--- src/rtl/rotary_emitter_if.sv ---
// -----------------------------------------------------------------------------
// rotary_emitter_if
// Command channel into the rotary emitter: a valid/ready handshake carrying
// the direction, the number of detent steps and the per-phase hold period.
//
// Signals
//   cmd_valid   requester has a command
//   cmd_ready   emitter can take a command this cycle
//   cmd_right   1 = clockwise (right), 0 = counter-clockwise (left)
//   cmd_steps   detent steps to emit
//   cmd_period  clock cycles each quadrature phase is held (0 behaves as 1)
//
// Modports
//   master  command source
//   slave   the emitter
// -----------------------------------------------------------------------------
interface rotary_emitter_if #(
   parameter int COUNT_WIDTH  = 8,
   parameter int PERIOD_WIDTH = 16
);
   logic                    cmd_valid;
   logic                    cmd_ready;
   logic                    cmd_right;
   logic [COUNT_WIDTH-1:0]  cmd_steps;
   logic [PERIOD_WIDTH-1:0] cmd_period;

   modport master (
      output cmd_valid,
      output cmd_right,
      output cmd_steps,
      output cmd_period,
      input  cmd_ready
   );

   modport slave (
      input  cmd_valid,
      input  cmd_right,
      input  cmd_steps,
      input  cmd_period,
      output cmd_ready
   );
endinterface

--- src/rtl/rotary_emitter.sv ---
// -----------------------------------------------------------------------------
// rotary_emitter
// Transmit side of the rotary decoder: turns a "N steps left/right" command
// into a clean A:B quadrature waveform. Every detent step is four Gray-coded
// phases that end on 00, and each phase is held for P clock cycles.
//
// Ports
//   clock       sole clock, rising edge
//   reset       synchronous, active-low
//   cmd         command channel (rotary_emitter_if.slave)
//   abort       finish the step in progress, then stop
//   rotary_out  quadrature pair, bit 1 = A, bit 0 = B; 00 whenever idle
//   busy        waveform emission in progress
//   done        one-cycle pulse when a command completes
//   steps_done  steps fully emitted for the current/last command
// -----------------------------------------------------------------------------
module rotary_emitter #(
   parameter int COUNT_WIDTH  = 8,
   parameter int PERIOD_WIDTH = 16
) (
   input  logic                   clock,
   input  logic                   reset,
   rotary_emitter_if.slave        cmd,
   input  logic                   abort,
   output logic [1:0]             rotary_out,
   output logic                   busy,
   output logic                   done,
   output logic [COUNT_WIDTH-1:0] steps_done
);

   typedef enum logic [1:0] {
      IDLE   = 2'b00,
      RUN    = 2'b01,
      FINISH = 2'b10
   } state_t;

   // Clockwise phase order, first phase in the top two bits: 10, 11, 01, 00.
   // The counter-clockwise order is the same walk with A and B swapped.
   localparam logic [7:0] RIGHT_SEQ = 8'b10_11_01_00;

   // Phase index 3 is the 00 rest phase that closes a detent step.
   localparam logic [1:0] LAST_PHASE = 2'd3;

   state_t                  state_reg,      state_next;
   logic                    right_reg,      right_next;
   logic [COUNT_WIDTH-1:0]  steps_reg,      steps_next;
   logic [PERIOD_WIDTH-1:0] reload_reg,     reload_next;
   logic [PERIOD_WIDTH-1:0] phase_cnt_reg,  phase_cnt_next;
   logic [1:0]              phase_idx_reg,  phase_idx_next;
   logic [COUNT_WIDTH-1:0]  steps_done_reg, steps_done_next;
   logic                    abort_reg,      abort_next;
   logic [1:0]              rotary_reg,     rotary_next;

   logic                    ready_int;
   logic                    accept;
   logic [PERIOD_WIDTH-1:0] period_load;
   logic                    phase_expired;
   logic                    step_boundary;
   logic                    last_step;
   logic                    stop_now;

   logic [1:0] right_code [4];
   logic [1:0] left_code  [4];

   // ------------------------------------------------------------------
   // Phase lookup tables
   // ------------------------------------------------------------------
   generate
      for (genvar gi = 0; gi < 4; gi++) begin : g_phase_table
         assign right_code[gi] = RIGHT_SEQ[7-2*gi -: 2];
         assign left_code[gi]  = {right_code[gi][0], right_code[gi][1]};
      end
   endgenerate

   // ------------------------------------------------------------------
   // Handshake and helper decodes
   // ------------------------------------------------------------------
   // Ready is also gated by reset so nothing can look acceptable while
   // the block is being held in reset.
   assign ready_int     = (state_reg == IDLE) && reset;
   assign cmd.cmd_ready = ready_int;
   assign accept        = cmd.cmd_valid && ready_int;

   // The down-counter is loaded with P-1; a requested period of 0 behaves
   // exactly like a period of 1.
   assign period_load = (cmd.cmd_period == '0) ? '0
                                               : cmd.cmd_period - PERIOD_WIDTH'(1);

   assign phase_expired = (phase_cnt_reg == '0);
   assign step_boundary = phase_expired && (phase_idx_reg == LAST_PHASE);

   // steps_done was already bumped on entry to the rest phase, so equality
   // here means the step that is finishing right now was the last one.
   assign last_step = (steps_done_reg == steps_reg);

   // A pending abort, or one arriving on the boundary edge itself, ends the
   // command once the current step has fully completed.
   assign stop_now = last_step || abort_reg || abort;

   // ------------------------------------------------------------------
   // Next-state and datapath logic
   // ------------------------------------------------------------------
   always_comb begin
      state_next      = state_reg;
      right_next      = right_reg;
      steps_next      = steps_reg;
      reload_next     = reload_reg;
      phase_cnt_next  = phase_cnt_reg;
      phase_idx_next  = phase_idx_reg;
      steps_done_next = steps_done_reg;
      abort_next      = abort_reg;
      rotary_next     = 2'b00;

      case (state_reg)
         IDLE: begin
            if (accept) begin
               right_next      = cmd.cmd_right;
               steps_next      = cmd.cmd_steps;
               reload_next     = period_load;
               phase_cnt_next  = period_load;
               phase_idx_next  = 2'd0;
               steps_done_next = '0;
               abort_next      = 1'b0;
               // A zero-step command produces no waveform at all.
               state_next      = (cmd.cmd_steps == '0) ? FINISH : RUN;
            end
         end

         RUN: begin
            if (abort) begin
               abort_next = 1'b1;
            end

            if (!phase_expired) begin
               phase_cnt_next = phase_cnt_reg - PERIOD_WIDTH'(1);
            end else if (!step_boundary) begin
               // Move to the next phase of the current step.
               phase_idx_next = phase_idx_reg + 2'd1;
               phase_cnt_next = reload_reg;
               // A step counts as emitted as soon as the rest phase starts.
               if (phase_idx_reg == LAST_PHASE - 2'd1) begin
                  steps_done_next = steps_done_reg + COUNT_WIDTH'(1);
               end
            end else if (stop_now) begin
               state_next     = FINISH;
               phase_idx_next = 2'd0;
               phase_cnt_next = '0;
            end else begin
               // Start the next step.
               phase_idx_next = 2'd0;
               phase_cnt_next = reload_reg;
            end
         end

         FINISH: begin
            state_next = IDLE;
            abort_next = 1'b0;
         end

         default: begin
            // Unreachable encoding: fall back to a quiet idle.
            state_next     = IDLE;
            abort_next     = 1'b0;
            phase_idx_next = 2'd0;
            phase_cnt_next = '0;
         end
      endcase

      // Output register follows the phase being entered, so the waveform
      // lines up with busy and never glitches.
      if (state_next == RUN) begin
         rotary_next = right_next ? right_code[phase_idx_next]
                                  : left_code[phase_idx_next];
      end
   end

   // ------------------------------------------------------------------
   // State registers
   // ------------------------------------------------------------------
   always_ff @(posedge clock) begin
      if (!reset) begin
         state_reg      <= IDLE;
         right_reg      <= 1'b0;
         steps_reg      <= '0;
         reload_reg     <= '0;
         phase_cnt_reg  <= '0;
         phase_idx_reg  <= 2'd0;
         steps_done_reg <= '0;
         abort_reg      <= 1'b0;
         rotary_reg     <= 2'b00;
      end else begin
         state_reg      <= state_next;
         right_reg      <= right_next;
         steps_reg      <= steps_next;
         reload_reg     <= reload_next;
         phase_cnt_reg  <= phase_cnt_next;
         phase_idx_reg  <= phase_idx_next;
         steps_done_reg <= steps_done_next;
         abort_reg      <= abort_next;
         rotary_reg     <= rotary_next;
      end
   end

   // ------------------------------------------------------------------
   // Outputs
   // ------------------------------------------------------------------
   assign busy       = (state_reg == RUN);
   assign done       = (state_reg == FINISH);
   assign steps_done = steps_done_reg;

   // Forced to 00 outside RUN so an upset encoding can never leave the
   // quadrature lines parked on a non-rest code.
   assign rotary_out = busy ? rotary_reg : 2'b00;

endmodule

--- src/flat_wrapper.sv ---
// flat-port wrapper written by rule: the top's interface ports become plain ports
module rotary_emitter_flat 
#(
   parameter int COUNT_WIDTH  = 8,
   parameter int PERIOD_WIDTH = 16
)
  (clock, reset, abort, rotary_out, busy, done, steps_done, cmd_cmd_valid, cmd_cmd_right, cmd_cmd_steps, cmd_cmd_period, cmd_cmd_ready);
  rotary_emitter_if #(.COUNT_WIDTH(COUNT_WIDTH), .PERIOD_WIDTH(PERIOD_WIDTH)) cmd_i ();
  input  logic clock;
  input  logic reset;
  input  logic abort;
  output logic [1:0] rotary_out;
  output logic busy;
  output logic done;
  output logic [COUNT_WIDTH-1:0] steps_done;
  input wire logic [$bits(cmd_i.cmd_valid)-1:0] cmd_cmd_valid;
  input wire logic [$bits(cmd_i.cmd_right)-1:0] cmd_cmd_right;
  input wire logic [$bits(cmd_i.cmd_steps)-1:0] cmd_cmd_steps;
  input wire logic [$bits(cmd_i.cmd_period)-1:0] cmd_cmd_period;
  output wire logic [$bits(cmd_i.cmd_ready)-1:0] cmd_cmd_ready;
  assign cmd_i.cmd_valid = cmd_cmd_valid;
  assign cmd_i.cmd_right = cmd_cmd_right;
  assign cmd_i.cmd_steps = cmd_cmd_steps;
  assign cmd_i.cmd_period = cmd_cmd_period;
  assign cmd_cmd_ready = cmd_i.cmd_ready;
  rotary_emitter #(.COUNT_WIDTH(COUNT_WIDTH), .PERIOD_WIDTH(PERIOD_WIDTH)) u_core (.clock(clock), .reset(reset), .cmd(cmd_i), .abort(abort), .rotary_out(rotary_out), .busy(busy), .done(done), .steps_done(steps_done));
endmodule
--- config.mk ---
export PLATFORM = sky130hd
export DESIGN_NAME = rotary_emitter_flat
export DESIGN_NICKNAME = d
export VERILOG_FILES = /design/src/rtl/rotary_emitter_if.sv /design/src/rtl/rotary_emitter.sv /design/src/flat_wrapper.sv
export SDC_FILE = /design/constraint.sdc
export NUM_CORES = 1
export LEC_CHECK = 0
export ABC_AREA = 1
export CORE_MARGIN = 2
export CORE_UTILIZATION = 40
export DETAILED_ROUTE_END_ITERATION = 16
export HOLD_SLACK_MARGIN = 0.03
export MAX_ROUTING_LAYER = met4
export PLACE_DENSITY = 0.73
export SYNTH_ARGS = -nofsm -noshare
export SYNTH_HDL_FRONTEND = slang
export SYNTH_SLANG_ARGS = --single-unit
export TNS_END_PERCENT = 30
--- constraint.sdc ---
create_clock -name clock -period 1.8 [get_ports clock]
set_clock_uncertainty 0.2 [all_clocks]
set_input_delay 0.45 -clock clock [delete_from_list [all_inputs] [get_ports clock]]
set_output_delay 0.45 -clock clock [all_outputs]
set_load 0.03 [all_outputs]
==> impl_metrics.yaml <==
floorplanning:
  start_util_pct: 41.1
  rows: 34
  die_w_um: 98.6
  die_height_um: 98.6
  core-area_sq_um: 8720
  ioPinCount: 42
  dieArea_sq_um: 9730
synth:
  synth_area_sq_um: 3580
  postSynthAreaPerCell_sq_um: 6.45
  synth_warnings: 0
  seq_area_frac_synth_pct: 31.3
  synth.distinct_cells: 39
  synth-seq-cells: 56
  syn_inst: 555
  synth.net_count: 590
worst_setup_path:
  worstPathArrival_ns: 1.20
  critical_path.cell_chain: "inv_2 -> nor2_4 -> inv_4 -> nor2_1 -> buf_4"
  critPathRequiredTime_ns: 1.15
  r2r-end: "u_core.phase_cnt_reg[10]$_SDFFE_PN0P_"
  cp_slowest_cell: "dfxtp_2"
  cp-end-kind: "output port"
  worstRegToRegCells: 9
  path_buf_inv: 3
  crit_family: "flip-flops"
  crit_type: "reg -> out"
  critPathMaxStageDelay_ns: 0.35
  critPathMaxFanout: 7
  critPathLaunchType: "register"
  r2r-start: "u_core.phase_cnt_reg[2]$_SDFFE_PN0P_"
  rrSetupSlack_ns: -0.03
timing:
  hold_violations: 0
  whs_ns: 0.277
  fin_crit_sh_pct: 103
  maxSlewHeadroom_pct: 74.2
  finalWorstSetupSlack_ns: -0.0479
  setup_violations: 4
  post-route-min-period_ns: 1.85
  fmax_mhz: 541
  slew_violations: 0
  rsz0062_at_grt: "true"
  worst_pin_slew_ns: 0.378
  setup-tns-final_ns: -0.118
global_route:
  grt_max_degree: 27
  overflow: 0
  track_usage_pct: 22.9
  grt_pass1_vias: 3928
  antenna_found_initial: 0
  grt_first_pass_wirelength_um: 17800
clock_network:
  path_clk_slew_ns: 0.11
  clock-sinks: 56
  cts_buffers: 5
  clk_latency_ns: 0.32
  cts-root-buf: "clkbuf_8"
  cts_buffer_depth: 2
  h-tree-depth: 2
  cts_tree: "yes"
hold_path:
  min-delay-start: "u_core.reload_reg[12]$_SDFFE_PN0P_"
  hold_depth: 2
  hold_path.class: "reg -> reg"
  holdPathEnd: "u_core.reload_reg[12]$_SDFFE_PN0P_"
power:
  total_power_mw: 4.02
  peakVddDrop_v: 0.000488
  leakage_nw: 2.43
  power_density_nw_per_um2: 777
place:
  hpwl_um: 7880
  pre_cts_slack_ns: -0.618
  place_congestion: 0.898
  dp.cells: 771
  portBuffers: 41
  postPlaceCellArea_sq_um: 4680
layout:
  final_cell_mix: "nand2_1, buf_4, inv_1"
  nNetsFinal: 721
  design_area_sq_um: 5170
  fill_cells: 740
  mostFrequentLayoutCell: "nand2_1"
  fin_util_pct: 59.3
  syn_to_final_growth_pct: 44.3
  diodes: 0
  drive_above_1_share_pct: 33.8
  instances_no_fill: 795
detailed_routing:
  drc: 0
  route.detailed.wl_per_inst_um: 13.7
  dr.first_iter.drc_count: 279
  vias: 4028
  wl_um: 10900
  dr.pass1.iters: 5
  final_antenna_net_count: 0
  via_per_inst: 5.07
run_status:
  status: "complete, but fails checks"
  violations: "setup timing"
flow_run:
  maxCapViolations: 0
## synthesized netlist by cell type
master	number	area (sq um)
clkbuf_1	6	22.5
nand4_1	14	87.6
nand2_4	2	22.5
a21oi_2	2	17.5
buf_2	4	20.0
a2111oi_0	1	8.76
buf_6	4	45.0
nand3_2	2	20.0
nor3_1	5	25.0
a21oi_1	23	115
o21ai_0	29	145
nand3b_1	3	22.5
o21ai_2	1	8.76
or2_1	1	6.26
a31oi_1	4	25.0
o211ai_1	5	37.5
buf_4	2	15.0
ha_1	6	75.1
nand2_2	5	31.3
nand3_1	35	175
inv_4	1	6.26
xor2_1	15	131
nand3_4	1	17.5
or2_2	1	6.26
o21bai_1	1	7.51
nor2_4	4	45.0
nor3_2	4	40.0
inv_1	56	210
nor4_1	2	12.5
nand2_1	168	631
and3_1	1	6.26
nor2_1	57	214
xnor2_1	8	70.1
dfxtp_1	56	1120
nand4_2	1	12.5
buf_1	1	3.75
o21ai_1	7	35.0
nor2_2	9	56.3
inv_2	8	30.0
## worst max path at each step
| stage | start | to | slack, ns | cells past startpoint |
|---|---|---|---|---|
| after floorplan | reset | u_core.phase_cnt_reg[14]$_SDFFE_PN0P_ | -0.02 | 10 |
| after global placement | cmd_cmd_period[4] | u_core.phase_cnt_reg[2]$_SDFFE_PN0P_ | -0.58 | 11 |
| after detailed placement | cmd_cmd_period[4] | u_core.phase_cnt_reg[2]$_SDFFE_PN0P_ | -0.62 | 11 |
| after CTS | u_core.state_reg[0]$_SDFF_PN0_ | rotary_out[1] | -0.07 | 5 |
| after global routing | u_core.phase_cnt_reg[2]$_SDFFE_PN0P_ | u_core.steps_done[2]$_SDFFE_PN0P_ | -0.12 | 11 |
| final | u_core.state_reg[0]$_SDFF_PN0_ | rotary_out[0] | -0.05 | 5 |
## cell families after synthesis
group | Yosys count | synth area share (%)
flops | 56 | 31.3
simple gates | 315 | 40.0
compound gates | 73 | 11.2
xor+xnor | 23 | 5.62
fa+ha+maj | 6 | 2.10
buf+inv | 82 | 9.85
## layout make-up
class / count / area [sq um] / area share (%)
timing repair buffer: 141 / 1170 / 22.6
sequential: 56 / 1140 / 22.0
clock inverter: 2 / 38.8 / 0.750
multi-input combinational: 417 / 2360 / 45.7
tap: 108 / 135 / 2.61
clock buffer: 6 / 72.6 / 1.40
inverter: 65 / 254 / 4.91
## worst reg2reg max path: stages, from the launching register on
cell     delay (ns)
dfxtp_1        0.37
nor2_2         0.17
nand3_4        0.10
buf_4          0.15
nor2_1         0.13
xor2_1         0.20
nand2_1        0.08
o21ai_1        0.14
nand2_1        0.08
a21oi_2        0.13
## routing by layer
| metal | wire, um | share of wire, % | GRT usage (%) | vias up |
|---|---|---|---|---|
| li1 | - | - | - | 2033 |
| met1 | 4800 | 44 | 28.4 | 1855 |
| met2 | 5430 | 50 | 38.7 | 123 |
| met3 | 446 | 4.1 | 2.62 | 17 |
| met4 | 178 | 1.6 | 7.80 | 0 |
| met5 | 0 | 0 | - | - |
## where the power goes
group / internal, mW / switching, mW
combinational: 0.744 / 0.958
clock: 0.421 / 0.415
sequential: 1.37 / 0.105
total: 2.54 / 1.48
## what timing repair did
action,in CTS,in global routing
setup buffers,6,9
endpoints found under the setup margin,50,38
pin swaps,16,29
hold buffers,0,0
endpoints found under the hold margin,0,0
resized for setup,73,62
cloned,1,0
Power figures use the tool's default switching activity.
